**src/rtl/cam_rx_pkg.sv**
```systemverilog
// Shared definitions for the camera RX page-pool controller:
// write-FSM encoding, default pool size and page-flag field layout.
package cam_rx_pkg;

  // Default number of RX pages (power of two, 2..16).
  localparam int PAGE_NUM_DEFAULT = 8;

  // Per-page flag word layout; the upper byte carries the packet
  // sequence number when the sequence option is built in.
  localparam int FLAG_W       = 16;
  localparam int SEQ_W        = 8;
  localparam int FLAG_SEQ_MSB = 15;
  localparam int FLAG_SEQ_LSB = 8;

  // Write-side FSM: idle, filling a granted page, or swallowing a refused packet.
  typedef enum logic [1:0] {
    W_IDLE = 2'd0,
    W_FILL = 2'd1,
    W_DROP = 2'd2
  } w_state_e;

endpackage

```
**src/rtl/cam_rx_flag_mem.sv**
```systemverilog
// Per-page flag register file: one synchronous write port, one
// combinational read port, asynchronously cleared by reset_n.
module cam_rx_flag_mem
  import cam_rx_pkg::*;
#(
  parameter  int DEPTH = PAGE_NUM_DEFAULT,
  localparam int AW    = $clog2(DEPTH)
) (
  input  logic              clk,
  input  logic              reset_n,
  input  logic              we,
  input  logic [AW-1:0]     waddr,
  input  logic [FLAG_W-1:0] wdata,
  input  logic [AW-1:0]     raddr,
  output logic [FLAG_W-1:0] rdata
);

  logic [FLAG_W-1:0] mem [DEPTH];

  // Flag storage: cleared on reset, written on commit.
  // NOTE: this array is small and the reader sees flags combinationally, so
  // it is built from flops and reset explicitly; a large RAM would not be.
  // NOTE: sequential state uses non-blocking assignments so every flop
  // samples pre-edge values regardless of statement order.
  always_ff @(posedge clk or negedge reset_n) begin
    if (!reset_n) begin
      for (int i = 0; i < DEPTH; i++) mem[i] <= '0;
    end else if (we) begin
      mem[waddr] <= wdata;
    end
  end

  assign rdata = mem[raddr];

endmodule

```
**src/rtl/cam_rx_page_ctrl.sv**
```systemverilog
// Page-pool controller for the camera RX packet RAM. Grants free pages
// to the packetizer, queues filled pages in arrival order for the reader,
// stores per-page flags and reports pending data / lost packets.
// Optional build macro CAM_RX_SEQ_EN: stamps an 8-bit packet sequence
// number into flags[15:8] so the host can detect dropped packets.
module cam_rx_page_ctrl
  import cam_rx_pkg::*;
#(
  parameter  int PAGE_NUM = PAGE_NUM_DEFAULT,
  localparam int PAGE_AW  = $clog2(PAGE_NUM)
) (
  input  logic               clk,
  input  logic               reset_n,
  input  logic               wr_req,
  output logic               wr_grant,
  output logic [PAGE_AW-1:0] wr_page,
  input  logic               wr_commit,
  input  logic [FLAG_W-1:0]  wr_flags,
  output logic               rx_ram_lost,
  output logic               rx_pending,
  output logic [PAGE_AW-1:0] rd_page,
  output logic [FLAG_W-1:0]  rx_ram_rd_flags,
  input  logic               rx_ram_rd_done,
  input  logic               rx_clean_all,
  output logic [PAGE_AW:0]   free_cnt
);

  localparam logic [PAGE_AW:0] PAGES = (PAGE_AW+1)'(PAGE_NUM);
  localparam logic [PAGE_AW:0] PTR_ONE = (PAGE_AW+1)'(1);

  w_state_e state, state_next;
  logic              grant_next, lost_next;
  logic [PAGE_AW:0]  wr_ptr, rd_ptr, filled;
  logic              fill_active, commit_fire, rd_fire;
  logic [FLAG_W-1:0] store_flags;

  // Pointers carry an extra wrap bit so full (filled==PAGE_NUM) and empty differ.
  assign filled      = wr_ptr - rd_ptr;
  assign fill_active = (state == W_FILL);
  assign commit_fire = fill_active && wr_commit;
  assign rd_fire     = rx_ram_rd_done && (filled != '0);

  assign wr_page    = wr_ptr[PAGE_AW-1:0];
  assign rd_page    = rd_ptr[PAGE_AW-1:0];
  assign rx_pending = (filled != '0);
  assign free_cnt   = PAGES - filled - {{PAGE_AW{1'b0}}, fill_active};

  // Write-FSM state and registered grant/lost pulses.
  always_ff @(posedge clk or negedge reset_n) begin
    if (!reset_n) begin
      state       <= W_IDLE;
      wr_grant    <= 1'b0;
      rx_ram_lost <= 1'b0;
    end else begin
      state       <= state_next;
      wr_grant    <= grant_next;
      rx_ram_lost <= lost_next;
    end
  end

  // Write-FSM next state: grant if a page is free, otherwise drop the packet.
  always_comb begin
    // NOTE: every output of this block gets a default first, so no path
    // leaves a signal unassigned and no latch is inferred.
    state_next = state;
    grant_next = 1'b0;
    lost_next  = 1'b0;
    unique case (state)
      W_IDLE: begin
        if (wr_req) begin
          if (free_cnt != '0) begin
            grant_next = 1'b1;
            state_next = W_FILL;
          end else begin
            lost_next  = 1'b1;
            state_next = W_DROP;
          end
        end
      end
      W_FILL:  if (wr_commit) state_next = W_IDLE;
      W_DROP:  if (wr_commit) state_next = W_IDLE;
      default: state_next = W_IDLE;
    endcase
  end

  // Queue pointers; clean_all snaps rd_ptr to the pre-commit wr_ptr and
  // overrides a same-cycle rd_done, while a same-cycle commit still enqueues.
  always_ff @(posedge clk or negedge reset_n) begin
    if (!reset_n) begin
      wr_ptr <= '0;
      rd_ptr <= '0;
    end else begin
      if (commit_fire) wr_ptr <= wr_ptr + PTR_ONE;
      if (rx_clean_all)  rd_ptr <= wr_ptr;
      else if (rd_fire)  rd_ptr <= rd_ptr + PTR_ONE;
    end
  end

`ifdef CAM_RX_SEQ_EN
  logic [SEQ_W-1:0] seq_cnt, pkt_seq;

  // Sequence stamp: every request seen in W_IDLE consumes a number, so a
  // refused packet leaves a visible gap in the stored sequence.
  always_ff @(posedge clk or negedge reset_n) begin
    if (!reset_n) begin
      seq_cnt <= '0;
      pkt_seq <= '0;
    end else if ((state == W_IDLE) && wr_req) begin
      pkt_seq <= seq_cnt;
      seq_cnt <= seq_cnt + SEQ_W'(1);
    end
  end

  assign store_flags = {pkt_seq, wr_flags[FLAG_SEQ_LSB-1:0]};
`else
  assign store_flags = wr_flags;
`endif

  cam_rx_flag_mem #(
    .DEPTH (PAGE_NUM)
  ) u_flag_mem (
    .clk     (clk),
    .reset_n (reset_n),
    .we      (commit_fire),
    .waddr   (wr_page),
    .wdata   (store_flags),
    .raddr   (rd_page),
    .rdata   (rx_ram_rd_flags)
  );

endmodule

```
**config.mk**
```make
export PLATFORM = sky130hd
export DESIGN_NAME = cam_rx_page_ctrl
export DESIGN_NICKNAME = d
export VERILOG_FILES = /design/src/rtl/cam_rx_pkg.sv /design/src/rtl/cam_rx_flag_mem.sv /design/src/rtl/cam_rx_page_ctrl.sv
export SDC_FILE = /design/constraint.sdc
export NUM_CORES = 1
export LEC_CHECK = 0
export ABC_AREA = 1
export BUFFER_PORTS_ARGS = -buffer_cell sky130_fd_sc_hd__buf_4
export CORE_ASPECT_RATIO = 0.5
export CORE_MARGIN = 2
export CORE_UTILIZATION = 45
export DETAILED_ROUTE_END_ITERATION = 16
export GPL_TIMING_DRIVEN = 0
export PLACE_DENSITY_LB_ADDON = 0.25
export SETUP_SLACK_MARGIN = 0.02
export SLEW_MARGIN = 20
export SYNTH_ARGS = -nofsm -noshare
export SYNTH_HDL_FRONTEND = slang
export SYNTH_SLANG_ARGS = --single-unit
```
**constraint.sdc**
```tcl
create_clock -name clk -period 6.15 [get_ports clk]
set_input_delay 0 -clock clk [delete_from_list [all_inputs] [get_ports clk]]
set_output_delay 0 -clock clk [all_outputs]
set_load 0.03 [all_outputs]
```
==> flow_metrics.env, run 1 <==
export IMPL_critical_path_most_common_cell="nand3_1"
export IMPL_path_max_fanout=11
export IMPL_grt_max_degree=91
export IMPL_max_freq_ghz=0.291
export IMPL_internal_power_w=0.00273
export IMPL_ant_nets=0
export IMPL_netSwitchingFraction_pct=45.9
export IMPL_r2r_start="rd_ptr[1]"
export IMPL_port_buffers=50
export IMPL_rsz0062_at_grt="no"
export IMPL_avgSynthCellArea_um2=7.64
export IMPL_grt_pass1_wl_um=31600
export IMPL_setup_ws_ns=2.71
export IMPL_clk_pin_slew_ns=0.06
export IMPL_cts_buffers=17
export IMPL_placed_area_um2=7340
export IMPL_post_cts_resized=0
export IMPL_place_hpwl_um=13700
export IMPL_startpoint="rd_ptr[1]"
export IMPL_cts_tree="yes"
export IMPL_power_switching_w=0.00231
export IMPL_crit_required_ns=6.51
export IMPL_power_share_clock_pct=19.6
export IMPL_cts_sinks=140
export IMPL_syn_inst=874
export IMPL_cts_setup_buffers=0
export IMPL_via_per_inst=5.31
export IMPL_layout_commonest_cell="nand2_1"
export IMPL_dieHeight_um=90.2
export IMPL_holdCritStartpoint="wr_flags[10]"
export IMPL_antennaDiodeCount=0
export IMPL_crit_arrival_ns=3.80
export IMPL_yosys_warnings=0
export IMPL_pwr_share_seq_pct=30.9
export IMPL_crit_type="reg -> reg"
export IMPL_setup_violations=0
export IMPL_max_vdd_ir_drop_mv=0.270
export IMPL_grtUsageTotal_pct=26.4
export IMPL_ios=51
export IMPL_root_buffer="clkbuf_16"
export IMPL_period_share_pct=55.9
export IMPL_final_nets=984
export IMPL_final_cell_mix="nand2_1 (416), o21ai_0 (157), dfrtp_1 (140)"
export IMPL_cp_slowest_cell="clkbuf_1"
export IMPL_syn_to_final_growth_pct=19.2
export IMPL_syn_cell_area_um2=6680
export IMPL_finalHoldViolCount=0
export IMPL_drv_cap=0
export IMPL_status="finished clean"
export IMPL_cts_buffer_depth=2
export IMPL_ys_seq_elements=140
export IMPL_overflow=0
export IMPL_drt_initial_drc_count=701
export IMPL_maxSlewHeadroom_pct=47.0
export IMPL_firstDrtPassIters=5
export IMPL_vias=6167
export IMPL_yosysSeqAreaShare_pct=52.4
export IMPL_netlist_cell_type_count=23
export IMPL_routed_wirelength_um=20100
export IMPL_fp_dieW_um=176
export IMPL_h_tree_depth=4
export IMPL_worstSetupEndpointType="register"
export IMPL_power_leakage_nw=4.13
export IMPL_grt_pass1_vias=5696
export IMPL_max_stage_delay_ns=0.63
export IMPL_rows=31
export IMPL_dp_slack_ns=2.99
export IMPL_fin_crit_ns=3.44
export IMPL_utilization_pct=55.0
export IMPL_gp_congestion=0.898
export IMPL_final_cell_area_um2=7960
export IMPL_worstMarginPinSlew_ns=0.795
export IMPL_fin_skew_ns=0.00779
export IMPL_avgRoutedWirePerCell_um=17.3
export IMPL_initial_core_util_pct=46.2
export IMPL_die_area_um2=15900
export IMPL_antenna_found_initial=0
export IMPL_power_density_nw_per_um2=633
export IMPL_core_area_um2=14500
export IMPL_drv_slew=0
export IMPL_fillers=1355
export IMPL_cp_cell_sequence="buf_2 > inv_1 > clkbuf_1 > ha_1 > nand3_1 > nand3_1 > nand2_1 > inv_1 > ha_1 > nand3_1 > nand2_1 > nor2_1 > nand2_1 > nand3_1 > dlygate4sd3_1"
export IMPL_clk_insertion_delay_late_ns=0.42
export IMPL_setup_tns_ns=0
export IMPL_start_kind="register"
export IMPL_drc=0
export IMPL_comb_power_share_pct=49.6
export IMPL_syn_num_nets=908
export IMPL_worst_hold_path_type="in -> reg"
export IMPL_drive_above_1_share_pct=11.1
-- synthesized netlist by cell type --
cell | count | area share [%]
o21ai_0 | 157 | 12
nand2_2 | 1 | 0.094
nor2_1 | 22 | 1.2
nor2_2 | 2 | 0.19
buf_1 | 2 | 0.11
nor3_1 | 1 | 0.075
clkinv_1 | 1 | 0.056
buf_4 | 6 | 0.67
a21oi_1 | 3 | 0.22
nand4_1 | 1 | 0.094
buf_2 | 15 | 1.1
clkbuf_1 | 31 | 1.7
xnor2_1 | 3 | 0.39
dfrtp_1 | 140 | 52
fa_1 | 1 | 0.30
nand3b_1 | 1 | 0.11
inv_2 | 1 | 0.056
xor2_1 | 3 | 0.39
nand2_1 | 416 | 23
ha_1 | 11 | 2.1
nand3_1 | 14 | 1.0
o21ai_1 | 5 | 0.37
inv_1 | 37 | 2.1
-- final timing paths --
kind / slack (ns) / cells past startpoint / endpoint
max reg2reg: 2.71 / 15 / rd_ptr[1]
max in group asynchronous: 5.29 / 3 / u_flag_mem.mem[78]
max: 2.71 / 15 / rd_ptr[1]
min reg2reg: 0.48 / 2 / u_flag_mem.mem[51]
min: 0.02 / 3 / u_flag_mem.mem[90]
min in group asynchronous: 0.07 / 2 / u_flag_mem.mem[29]
-- critical path, delay by kind of cell, from the launching register on --
kind	cells	cell delay, ns
fa+ha+maj	2	0.53
buf+inv	5	1.58
flops	1	0.40
simple gates	8	0.86
-- per-stage QoR --
step	std cells	hold WS [ns]	total power, W
after floorplan	874	-0.296	0.00317
after global placement	1122	0.274	0.00394
after detailed placement	1123	-0.0649	0.00401
after CTS	1161	0.0286	0.00501
after global routing	1161	0.0355	0.00539
final	1161	0.0159	0.00504
-- final cells by class --
class | count | area (um^2) | area share (%)
buffer | 54 | 244 | 3.06
clock buffer | 19 | 443 | 5.56
clock inverter | 13 | 119 | 1.49
inverter | 39 | 146 | 1.84
multi-input combinational | 641 | 2790 | 35.0
sequential | 140 | 3500 | 44.0
tap | 198 | 248 | 3.11
timing repair buffer | 57 | 470 | 5.91
-- cell families after synthesis --
family / count (synthesis) / share of synthesized area, %
fa+ha+maj: 12 / 2.36
buf+inv: 93 / 5.84
simple gates: 458 / 26.2
flops: 140 / 52.4
xor+xnor: 6 / 0.787
compound gates: 165 / 12.4
-- per-layer routing --
layer  global-route usage (%)  part of all wire, %  wire, um  vias up
met1                     37.9                   44      8880     2955
met3                     5.58                  8.5      1710       32
li1                         -                    -         -     2902
met5                        0                    0         0        -
met4                     8.82                  2.3       460        0
met2                     39.9                   45      9080      278
-- what timing repair did --
action / CTS / global route
endpoints found under the setup margin: 0 / 0
endpoints found under the hold margin: 151 / 0
hold buffers: 6 / 0
-- flip-flops by register name (all words and copies together) (netlist names) --
register	count
u_flag_mem.mem	128
state	2
rx_ram_lost	1
wr_ptr	4
wr_grant	1
rd_ptr	4
-- power groups by stage --
| stage | registers, W | clock network [W] | logic (W) |
|---|---|---|---|
| after detailed placement | 0.00156 | 0 | 0.00245 |
| after floorplan | 0.00151 | 0 | 0.00166 |
| after global placement | 0.00155 | 0 | 0.00240 |
| after CTS | 0.00155 | 0.000985 | 0.00248 |
| final | 0.00156 | 0.000985 | 0.00250 |
| after global routing | 0.00160 | 0.00103 | 0.00276 |
Note: power is estimated with default switching activity, not from simulation.
==> run 2: changes to the inputs <==
==> constraint.sdc (replaced) <==
create_clock -name clk -period 2.96 [get_ports clk]
set_input_delay 0 -clock clk [delete_from_list [all_inputs] [get_ports clk]]
set_output_delay 0 -clock clk [all_outputs]
set_load 0.03 [all_outputs]
==> run 2 against run 1 <==
Utilization rose by 0.19 points. Cell area up 0.35%. Clock skew down 0.00098 ns. Register-to-register slack got worse by 2.5 ns. First-iteration DRC count increased by 0.14%. Via count is 0.58% higher. Sequential power increased by 110%. Maximum frequency increased by 25%. Global-route usage grew 0.055 points. Critical endpoint unchanged. Largest cell class unchanged.
==> flow_metrics.env, run 2 (same netlist as run 1, synthesis figures left out) <==
export IMPL_finalHoldViolCount=0
export IMPL_fin_skew_ns=0.00681
export IMPL_gp_congestion=0.898
export IMPL_crit_required_ns=3.32
export IMPL_drv_cap=0
export IMPL_maxSlewHeadroom_pct=52.9
export IMPL_layout_commonest_cell="nand2_1"
export IMPL_drt_initial_drc_count=702
export IMPL_cts_buffer_depth=2
export IMPL_core_area_um2=14500
export IMPL_worstMarginPinSlew_ns=0.707
export IMPL_cp_top_family="buffers and inverters"
export IMPL_final_cell_mix="nand2_1 (415), o21ai_0 (157), dfrtp_1 (139)"
export IMPL_worst_hold_path_type="in -> reg"
export IMPL_grt_pass1_vias=5702
export IMPL_cp_slowest_cell="dlygate4sd3_1"
export IMPL_status="finished clean"
export IMPL_die_area_um2=15900
export IMPL_drc=0
export IMPL_final_nets=983
export IMPL_grt_pass1_wl_um=31700
export IMPL_top_register="u_flag_mem.mem"
export IMPL_initial_core_util_pct=46.2
export IMPL_path_max_fanout=9
export IMPL_start_kind="register"
export IMPL_placed_area_um2=7340
export IMPL_setup_violations=0
export IMPL_vias=6203
export IMPL_via_per_inst=5.35
export IMPL_crit_buf_inv=3
export IMPL_largest_reg_flops=128
export IMPL_firstDrtPassIters=5
export IMPL_antennaDiodeCount=0
export IMPL_max_freq_ghz=0.364
export IMPL_drive_above_1_share_pct=11.9
export IMPL_ios=51
export IMPL_internal_power_w=0.00570
export IMPL_rsz0062_at_grt="no"
export IMPL_pwr_share_seq_pct=30.8
export IMPL_antenna_found_initial=0
export IMPL_root_buffer="clkbuf_16"
export IMPL_layout_cells_non_filler=1160
export IMPL_grtUsageTotal_pct=26.4
export IMPL_routed_wirelength_um=20300
export IMPL_port_buffers=50
export IMPL_ant_nets=0
export IMPL_power_share_clock_pct=19.4
export IMPL_power_switching_w=0.00483
export IMPL_power_w=0.0105
export IMPL_dieHeight_um=90.2
export IMPL_cts_sinks=140
export IMPL_utilization_pct=55.2
export IMPL_crit_type="reg -> reg"
export IMPL_final_cell_area_um2=7990
export IMPL_place_hpwl_um=13700
export IMPL_syn_to_final_growth_pct=19.6
export IMPL_worstSetupEndpointType="register"
export IMPL_avgRoutedWirePerCell_um=17.5
export IMPL_clk_insertion_delay_late_ns=0.42
export IMPL_drv_slew=0
export IMPL_max_vdd_ir_drop_mv=0.560
export IMPL_power_leakage_nw=4.13
export IMPL_crit_arrival_ns=3.10
export IMPL_fp_dieW_um=176
export IMPL_grt_max_degree=91
export IMPL_power_density_nw_per_um2=1320
export IMPL_clk_pin_slew_ns=0.06
export IMPL_cts_buffers=17
export IMPL_netSwitchingFraction_pct=45.9
export IMPL_max_stage_delay_ns=0.54
export IMPL_rows=31
export IMPL_critical_path_most_common_cell="nand3_1"
export IMPL_comb_power_share_pct=49.8
export IMPL_setup_tns_ns=0
export IMPL_cts_tree="yes"
export IMPL_period_share_pct=92.7
export IMPL_overflow=0
export IMPL_fin_crit_ns=2.74
export IMPL_dp_cells=1123
export IMPL_cp_cell_sequence="clkbuf_4 > clkinvlp_4 > fa_1 > xnor2_2 > ha_1 > nand3_1 > nand2_2 > nor2_4 > nand2_1 > nand3_1 > dlygate4sd3_1"
export IMPL_top_regs="u_flag_mem.mem (128), rd_ptr (4), wr_ptr (4)"
export IMPL_h_tree_depth=4
==> run 2: path summary, 6_finish.rpt <==
check,startpoint,end,slack (ns),depth (start not counted)
worst max register to register,rd_ptr[1],rd_ptr[1],0.22,11
max in group asynchronous,reset_n,rd_ptr[0],2.10,3
min in group asynchronous,reset_n,u_flag_mem.mem[28],0.08,2
worst min register to register,u_flag_mem.mem[117],u_flag_mem.mem[117],0.48,2
worst max-delay path,rd_ptr[1],rd_ptr[1],0.22,11
worst min-delay path,wr_flags[14],u_flag_mem.mem[110],0.02,3
==> run 2: power by group through the flow <==
stage               Clock, W  Sequential, W  Combinational (W)
floorplan                  0        0.00313            0.00346
global placement           0        0.00321            0.00498
detailed placement         0        0.00324            0.00510
CTS                  0.00205        0.00322            0.00515
global route         0.00215        0.00333            0.00578
finish               0.00204        0.00324            0.00524
==> run 2: worst register-to-register path: stages, from the launching register on <==
cell	delay (ns)
dfrtp_1	0.38
clkbuf_4	0.24
clkinvlp_4	0.18
fa_1	0.46
xnor2_2	0.17
ha_1	0.20
nand3_1	0.13
nand2_2	0.12
nor2_4	0.14
nand2_1	0.06
nand3_1	0.06
dlygate4sd3_1	0.54
==> run 2: through the flow <==
stage               setup slack, ns  hold WS [ns]
CTS                          0.0759        0.0286
global route                 0.0258        0.0355
floorplan                     0.326        -0.296
global placement             -0.111         0.274
finish                        0.215        0.0230
detailed placement           -0.199       -0.0649
==> run 2: timing repair <==
| item | 4_1_cts | 5_1_grt |
|---|---|---|
| hold endpoints to repair | 151 | 0 |
| hold buffers | 6 | 0 |
| buffers inserted | 1 | 0 |
| endpoints found under the setup margin | 6 | 1 |
| resized for setup | 2 | 7 |
==> run 2: final cells by class <==
type                    instances  area, um^2
plain buffers                  52         239
clock buffers                  19         443
clock inverters                13         119
fillers                      1352        6480
inverters                      39         153
multi-input cells             641        2810
flip-flops and latches        140        3500
well taps                     198         248
repair buffers                 58         478
==> run 2: metal layers <==
layer / share of wire, % / vias up / global-route usage (%)
li1: - / 2899 / -
met2: 45 / 314 / 39.8
met4: 2.8 / 0 / 9.30
met1: 43 / 2941 / 37.8
met5: 0 / - / 0
met3: 9.5 / 49 / 5.71
